**src/rtl/ascon_pkg.sv**
```systemverilog
// Shared types and register map for the ASCON register-interface initiator.
// The reg_req_t/reg_rsp_t bus structs live here so initiator and bench agree.
package ascon_pkg;

  typedef logic [4:0][63:0] state_t;

  typedef struct packed {
    logic [31:0] addr;
    logic        write;
    logic [31:0] wdata;
    logic [3:0]  wstrb;
    logic        valid;
  } reg_req_t;

  typedef struct packed {
    logic [31:0] rdata;
    logic        error;
    logic        ready;
  } reg_rsp_t;

  localparam int          NUM_WORDS       = 10;
  localparam logic [31:0] STATE_OFFS      = 32'h0000_0000;
  localparam logic [31:0] CTRL_OFFS       = 32'h0000_0028;
  localparam logic [31:0] STATUS_OFFS     = 32'h0000_002C;
  localparam int          CTRL_START      = 0;
  localparam int          STATUS_FINISHED = 0;

  typedef enum logic [2:0] {
    S_IDLE,
    S_WR_STATE,
    S_WR_START,
    S_WAIT,
    S_RD_STATUS,
    S_RD_STATE,
    S_RESP
  } fsm_e;

  // Word k of the register view is the low half of lane k/2 for even k.
  function automatic logic [31:0] state_word(input state_t s, input logic [3:0] k);
    logic [63:0] lane;
    lane = s[k[3:1]];
    return k[0] ? lane[63:32] : lane[31:0];
  endfunction

endpackage

```
**src/rtl/ascon_reg_initiator.sv**
```systemverilog
// Drives the ASCON accelerator register slave for one 320-bit permutation job:
// write state, pulse START, wait on interrupt or STATUS polling, read state back.
module ascon_reg_initiator
  import ascon_pkg::*;
#(
  parameter logic [31:0] BASE_ADDR     = 32'h0000_0000,
  parameter int unsigned POLL_INTERVAL = 16,
  parameter int unsigned TIMEOUT       = 4096
) (
  input  logic     clk_i,
  input  logic     rst_i,
  input  logic     job_valid_i,
  output logic     job_ready_o,
  input  state_t   job_state_i,
  output logic     res_valid_o,
  input  logic     res_ready_i,
  output state_t   res_state_o,
  output logic     res_err_o,
  output reg_req_t reg_req_o,
  input  reg_rsp_t reg_rsp_i,
  input  logic     intr_i,
  output logic     busy_o
);

  localparam logic [3:0]  LAST_WORD = 4'(NUM_WORDS - 1);
  localparam logic [31:0] POLL_LAST = 32'(POLL_INTERVAL - 1);
  localparam logic [31:0] WAIT_LAST = 32'(TIMEOUT - 1);

  fsm_e        state, state_nx;
  logic [3:0]  word, word_nx;
  logic [31:0] poll_cnt, poll_nx;
  logic [31:0] wait_cnt, wait_nx;
  logic        err_q;
  state_t      res_q;
  state_t      job_q;

  logic        latch, cap, err_set, err_clr;
  logic        xfer_done, xfer_err;

  function automatic logic [31:0] sat_inc(input logic [31:0] v);
    return (v == '1) ? v : v + 32'd1;
  endfunction

  assign xfer_done = reg_req_o.valid && reg_rsp_i.ready;
  assign xfer_err  = xfer_done && reg_rsp_i.error;

  // Request fields are decoded from registered state only, so an asynchronous
  // reset withdraws valid in the same cycle.
  always_comb begin
    reg_req_o = '0;
    unique case (state)
      S_WR_STATE: begin
        reg_req_o.valid = 1'b1;
        reg_req_o.write = 1'b1;
        reg_req_o.addr  = BASE_ADDR + STATE_OFFS + 32'({word, 2'b00});
        reg_req_o.wdata = state_word(job_q, word);
        reg_req_o.wstrb = 4'hF;
      end
      S_WR_START: begin
        reg_req_o.valid = 1'b1;
        reg_req_o.write = 1'b1;
        reg_req_o.addr  = BASE_ADDR + CTRL_OFFS;
        reg_req_o.wdata = 32'd1 << CTRL_START;
        reg_req_o.wstrb = 4'hF;
      end
      S_RD_STATUS: begin
        reg_req_o.valid = 1'b1;
        reg_req_o.addr  = BASE_ADDR + STATUS_OFFS;
      end
      S_RD_STATE: begin
        reg_req_o.valid = 1'b1;
        reg_req_o.addr  = BASE_ADDR + STATE_OFFS + 32'({word, 2'b00});
      end
      default: ;
    endcase
  end

  always_comb begin
    state_nx = state;
    word_nx  = word;
    poll_nx  = poll_cnt;
    wait_nx  = wait_cnt;
    latch    = 1'b0;
    cap      = 1'b0;
    err_set  = 1'b0;
    err_clr  = 1'b0;
    unique case (state)
      S_IDLE: begin
        if (job_valid_i) begin
          latch    = 1'b1;
          err_clr  = 1'b1;
          word_nx  = '0;
          state_nx = S_WR_STATE;
        end
      end
      S_WR_STATE: begin
        if (xfer_err) begin
          err_set  = 1'b1;
          state_nx = S_RESP;
        end else if (xfer_done) begin
          if (word == LAST_WORD) begin
            word_nx  = '0;
            state_nx = S_WR_START;
          end else begin
            word_nx = word + 4'd1;
          end
        end
      end
      S_WR_START: begin
        if (xfer_err) begin
          err_set  = 1'b1;
          state_nx = S_RESP;
        end else if (xfer_done) begin
          poll_nx  = '0;
          wait_nx  = '0;
          state_nx = S_WAIT;
        end
      end
      S_WAIT: begin
        wait_nx = sat_inc(wait_cnt);
        if (intr_i) begin
          poll_nx  = '0;
          state_nx = S_RD_STATUS;
        end else if (TIMEOUT != 0 && wait_cnt >= WAIT_LAST) begin
          err_set  = 1'b1;
          state_nx = S_RESP;
        end else if (poll_cnt >= POLL_LAST) begin
          poll_nx  = '0;
          state_nx = S_RD_STATUS;
        end else begin
          poll_nx = sat_inc(poll_cnt);
        end
      end
      S_RD_STATUS: begin
        if (xfer_err) begin
          err_set  = 1'b1;
          state_nx = S_RESP;
        end else if (xfer_done) begin
          if (reg_rsp_i.rdata[STATUS_FINISHED]) begin
            word_nx  = '0;
            state_nx = S_RD_STATE;
          end else begin
            state_nx = S_WAIT;
          end
        end
      end
      S_RD_STATE: begin
        if (xfer_err) begin
          err_set  = 1'b1;
          state_nx = S_RESP;
        end else if (xfer_done) begin
          cap = 1'b1;
          if (word == LAST_WORD) begin
            state_nx = S_RESP;
          end else begin
            word_nx = word + 4'd1;
          end
        end
      end
      S_RESP: begin
        if (res_ready_i) begin
          err_clr  = 1'b1;
          state_nx = S_IDLE;
        end
      end
      default: state_nx = S_IDLE;
    endcase
  end

  always_ff @(posedge clk_i or posedge rst_i) begin
    if (rst_i) begin
      state    <= S_IDLE;
      word     <= '0;
      poll_cnt <= '0;
      wait_cnt <= '0;
      err_q    <= 1'b0;
      res_q    <= '0;
    end else begin
      state    <= state_nx;
      word     <= word_nx;
      poll_cnt <= poll_nx;
      wait_cnt <= wait_nx;
      if (err_set) begin
        err_q <= 1'b1;
      end else if (err_clr) begin
        err_q <= 1'b0;
      end
      // Result is cleared per job so an aborted read leaves zeros past the last good word.
      if (latch) begin
        res_q <= '0;
      end else if (cap) begin
        if (word[0]) begin
          res_q[word[3:1]][63:32] <= reg_rsp_i.rdata;
        end else begin
          res_q[word[3:1]][31:0] <= reg_rsp_i.rdata;
        end
      end
    end
  end

  always_ff @(posedge clk_i) begin
    if (latch) begin
      job_q <= job_state_i;
    end
  end

  assign job_ready_o = (state == S_IDLE);
  assign busy_o      = (state != S_IDLE);
  assign res_valid_o = (state == S_RESP);
  assign res_err_o   = err_q;
  assign res_state_o = res_q;

endmodule

```
**config.mk**
```make
export PLATFORM = sky130hd
export DESIGN_NAME = ascon_reg_initiator
export DESIGN_NICKNAME = d
export VERILOG_FILES = /design/src/rtl/ascon_pkg.sv /design/src/rtl/ascon_reg_initiator.sv
export SDC_FILE = /design/constraint.sdc
export NUM_CORES = 1
export LEC_CHECK = 0
export ABC_AREA = 1
export CELL_PAD_IN_SITES_DETAIL_PLACEMENT = 0
export CELL_PAD_IN_SITES_GLOBAL_PLACEMENT = 1
export CORE_ASPECT_RATIO = 1.1
export CORE_MARGIN = 1.5
export CORE_UTILIZATION = 34
export DETAILED_ROUTE_END_ITERATION = 8
export GPL_TIMING_DRIVEN = 0
export PLACE_DENSITY_LB_ADDON = 0.2
export SLEW_MARGIN = 20
export SYNTH_ARGS = -nofsm -noshare
export SYNTH_HDL_FRONTEND = slang
export SYNTH_SLANG_ARGS = --single-unit
```
**constraint.sdc**
```tcl
create_clock -name clk_i -period 11.9 [get_ports clk_i]
set_input_delay 1.785 -clock clk_i [delete_from_list [all_inputs] [get_ports clk_i]]
set_output_delay 1.785 -clock clk_i [all_outputs]
set_load 0.005 [all_outputs]
```
==> metrics list <==
* Post-synthesis sequential area ratio: around 62%
- Instance count of the mapped netlist: 3476
- Setup repair after global routing left no endpoint under its margin.
- CP peak stage delay: 0.88 ns
* Vias per inst: between 4 and 5
- In this run the worst path has a maximum fanout of 10.
* Total Power: 8.05 mW
- Reg2reg path depth: 11
- Distinct cell type count of the synthesized netlist: 33
- In this run, post-CTS hold repair placed 0 buffers.
- Ordered list of cells on the worst path: clkbuf_1, nand3_1, inv_1, clkbuf_1, buf_1, a221oi_1, a21oi_1, clkdlybuf4s50_1
- Area growth, synth to finish: 37.9%
- Clock Pin Slew Worst Setup and Hold Paths: roughly 0.060 ns
- Count of yosys warnings during synthesis: 0
* Number of enable flip-flop cells after synthesis: 320
- Counting the buffers created by CTS gives between 80 and 90.
- Clock tree from TritonCTS: yes
- Number of antenna violations at the first check in global routing: 25
* Max-slew headroom at the worst pin: 23.3%
- Top achievable clock speed: about 160 MHz
* Starting density of the core: ~34%
- Boundary pin count: around 750
- Counting I/O delays and the setup requirement, the final critical path takes roughly 6.3 ns.
- The flow ran to the end, and the final reports show no timing, DRC or antenna violations.
- Resize count post-CTS: 0
- Across every metal layer, demand over resource in global routing totals roughly a quarter.
- Setup violations remaining at the end of the flow were counted as 0.
* Clock root cell: clkbuf_16
- At the later pin of the worst-skew pair, clock insertion delay measures 0.64 ns.
- Entering global routing, the biggest net connects ~110 pins.
* Htree depth: 3
- nand2_1 is the most common cell in the netlist.
- Total count of max-transition violations in the final report: 0
* Drt initial violations: 1901
* Share of the synthesized area in the top cell type: between 30% and 40%
- Setup repair bufs after CTS: 0
* R2R setup slack: between 8 and 9 ns
* Fin Clk Skew: between 0.02 and 0.025 ns
* Critical path class: reg2out
* Most area-consuming cells after synthesis: dfrtp_1, edfxtp_1, nand2_1, nand3_1, nor2_1
- In this design, the critical path's most frequently occurring cell is clkbuf_1.
- Share of the cycle needed by the critical path after routing: between 50% and 60%
* Wire length per cell: around 23 um
- After the last flow step, the layout net total stands at between 4000 and 5000.
- Once detailed placement completed, the half-perimeter wirelength came to around 100000 um.
* Core Box Area: 0.0909 mm^2
- In this run the deepest clock path goes through 3 buffers.
- The worst setup path is captured at a primary output.
- Total via count after detailed routing: roughly 27000
* Clock Sink Count: around 700
- In this run the static leakage power is ~19 nW.
- IO Port Bufs: just over 700
* Start of the worst register-to-register path: state[0]$_DFFE_PP0P_
- DRC violations left: 0
- In the final timing run, aggregate negative setup slack is 0 ns.
* Transition time at the pin with the least slew margin: ~1.1 ns
- Sorting the synthesized cells by how often they occur yields nand2_1, nor2_1, nand3_1.
- The synthesized design contains slightly above 700 register bits.
- Die extent in x: 292 um
- Hold Path Stages: 2
* Final global-route overflow total: 0
* Kind of path behind the tightest hold check: reg2reg
- Layout fillers: about 9000
* Total wire length after detailed routing: 126000 um
- The detail route stage leaves a number of antenna-violating nets equal to 0.
* Number of hold-slack violations in the final timing report: 0
* Worst IR Drop VDD: ~0.11 mV
- Primary FF master, synth: dfrtp_1
- Crit path launch: word[3]$_DFFE_PP0P_
- The worst hold path terminates at res_state_o[209]$_DFFE_PP0P_.
- For this design the ratio of total power to cell area is 187 mW/mm^2.
- Final Wtd Congestion: 0.884
* Synth Area per Inst: ~9 um^2
- Number of global-route vias before repair: 26900
* Proportion of synthesized flip-flops having asynchronous set or reset: between 50% and 60%
* Max-cap check violation count: 0
* Biggest area consumer among synthesized cells: dfrtp_1
- Master of the slowest instance on the critical path: buf_1
- The floorplan step defined a die boundary enclosing between 0.09 and 0.1 mm^2.
- Data arrives at the worst endpoint at roughly 4.5 ns.
* Worst r2r dst: res_state_o[139]$_DFFE_PP0P_
- The mapped netlist covers slightly above 0.03 mm^2.
- WP data required: between 10 and 15 ns
* Fraction of layout cells with a size suffix above 1: between 6 and 7%
* Global-route wire length before repair: about 180000 um
- The startpoint identified for the worst hold timing path is res_state_o[209]$_DFFE_PP0P_.
* Number of search-and-repair iterations in the first detailed-routing pass: 6
* Total number of placement rows: between 100 and 150
- Crit start category: register
- The die is ~320 um tall.
-- metal layers --
metal | wire [um] | GRT usage (%) | part of all wire [%] | vias to the layer above
li1 | - | - | - | 13000
met1 | 48300 | 30.6 | 38 | 13200
met2 | 63700 | 47.1 | 51 | 973
met3 | 8450 | 5.79 | 6.7 | 226
met4 | 5160 | 11.1 | 4.1 | 24
met5 | 158 | 0 | 0.13 | -
-- worst max-delay path: cells and delay by family, from the launching register on --
| kind | cells | cell delay, ns |
|---|---|---|
| flip-flops | 1 | 0.32 |
| buffers and inverters | 5 | 2.55 |
| AO/OA/AOI/OAI | 2 | 0.55 |
| AND/OR/NAND/NOR | 1 | 0.41 |
-- logic make-up (layout without fill, tap and decap cells) --
family	count (synthesis)	after routing	share of synthesized area, %
simple gates	2270	2270	29.7
flops	712	712	62.3
buf+inv	330	1216	4.69
compound gates	146	146	2.72
xor+xnor	13	13	0.366
fa+ha+maj	4	4	0.161
other cells	1	36	0.0120
-- worst max path at each step --
stage / slack, ns / endpoint / depth (start not counted)
4_1_cts: 5.43 / reg_req_o[26] / 8
6_report: 5.63 / reg_req_o[26] / 8
2_1_floorplan: 2.31 / res_state_o[160]$_DFFE_PP0P_ / 8
5_1_grt: 5.29 / reg_req_o[26] / 8
3_5_place_dp: 6.12 / reg_req_o[26] / 8
3_3_place_gp: -1.57 / res_state_o[139]$_DFFE_PP0P_ / 9
-- cell usage in the layout, fill, tap and decap left out, drive strengths merged, types with 41 or more instances in the layout --
| cell type | synthesis | routed |
|---|---|---|
| a21oi | 66 | 66 |
| buf | 136 | 154 |
| clkbuf | 98 | 210 |
| clkdlybuf4s50 | 0 | 724 |
| dfrtp | 392 | 392 |
| edfxtp | 320 | 320 |
| inv | 91 | 95 |
| nand2 | 1337 | 1337 |
| nand3 | 393 | 393 |
| nand4 | 57 | 57 |
| nor2 | 460 | 460 |
| o21ai | 41 | 41 |
-- cell type report --
| cell class | instances | area [um^2] | area share, % |
|---|---|---|---|
| Antenna cell | 8 | 20.0 | 0.0466 |
| Clock buffer | 112 | 2300 | 5.35 |
| Multi-Input combinational cell | 2461 | 10400 | 24.1 |
| Buffer | 234 | 1100 | 2.57 |
| Tap cell | 1180 | 1480 | 3.44 |
| Timing Repair Buffer | 742 | 7620 | 17.7 |
| Sequential cell | 712 | 19400 | 45.2 |
| Inverter | 96 | 372 | 0.865 |
| Clock inverter | 32 | 280 | 0.652 |
-- where the power goes --
group / internal [mW] / leakage, nW / total, mW / switching (mW)
combinational: 0.811 / 9.02 / 2.41 / 1.60
sequential: 2.99 / 8.38 / 3.16 / 0.173
clock: 1.44 / 1.27 / 2.48 / 1.04
-- sequential cells by signal, summed over array words and instances (netlist names) --
| signal | cells |
|---|---|
| job_q | 320 |
| word | 4 |
| res_state_o | 320 |
| res_err_o | 1 |
| state | 3 |
| wait_cnt | 32 |
| poll_cnt | 32 |
-- stage by stage --
step	instance area (um^2)	setup WS [ns]	cells	hold WS [ns]	utilization, %
final	43000	5.63	5577	0.467	47.3
after global routing	43000	5.29	5575	0.489	47.3
after CTS	42900	5.43	5569	0.472	47.3
after detailed placement	40400	6.12	5425	0.458	44.4
after floorplan	31300	2.31	3503	0.465	-
after global placement	40000	-1.57	5407	0.453	44.0
(Power assumes the default switching activity.)
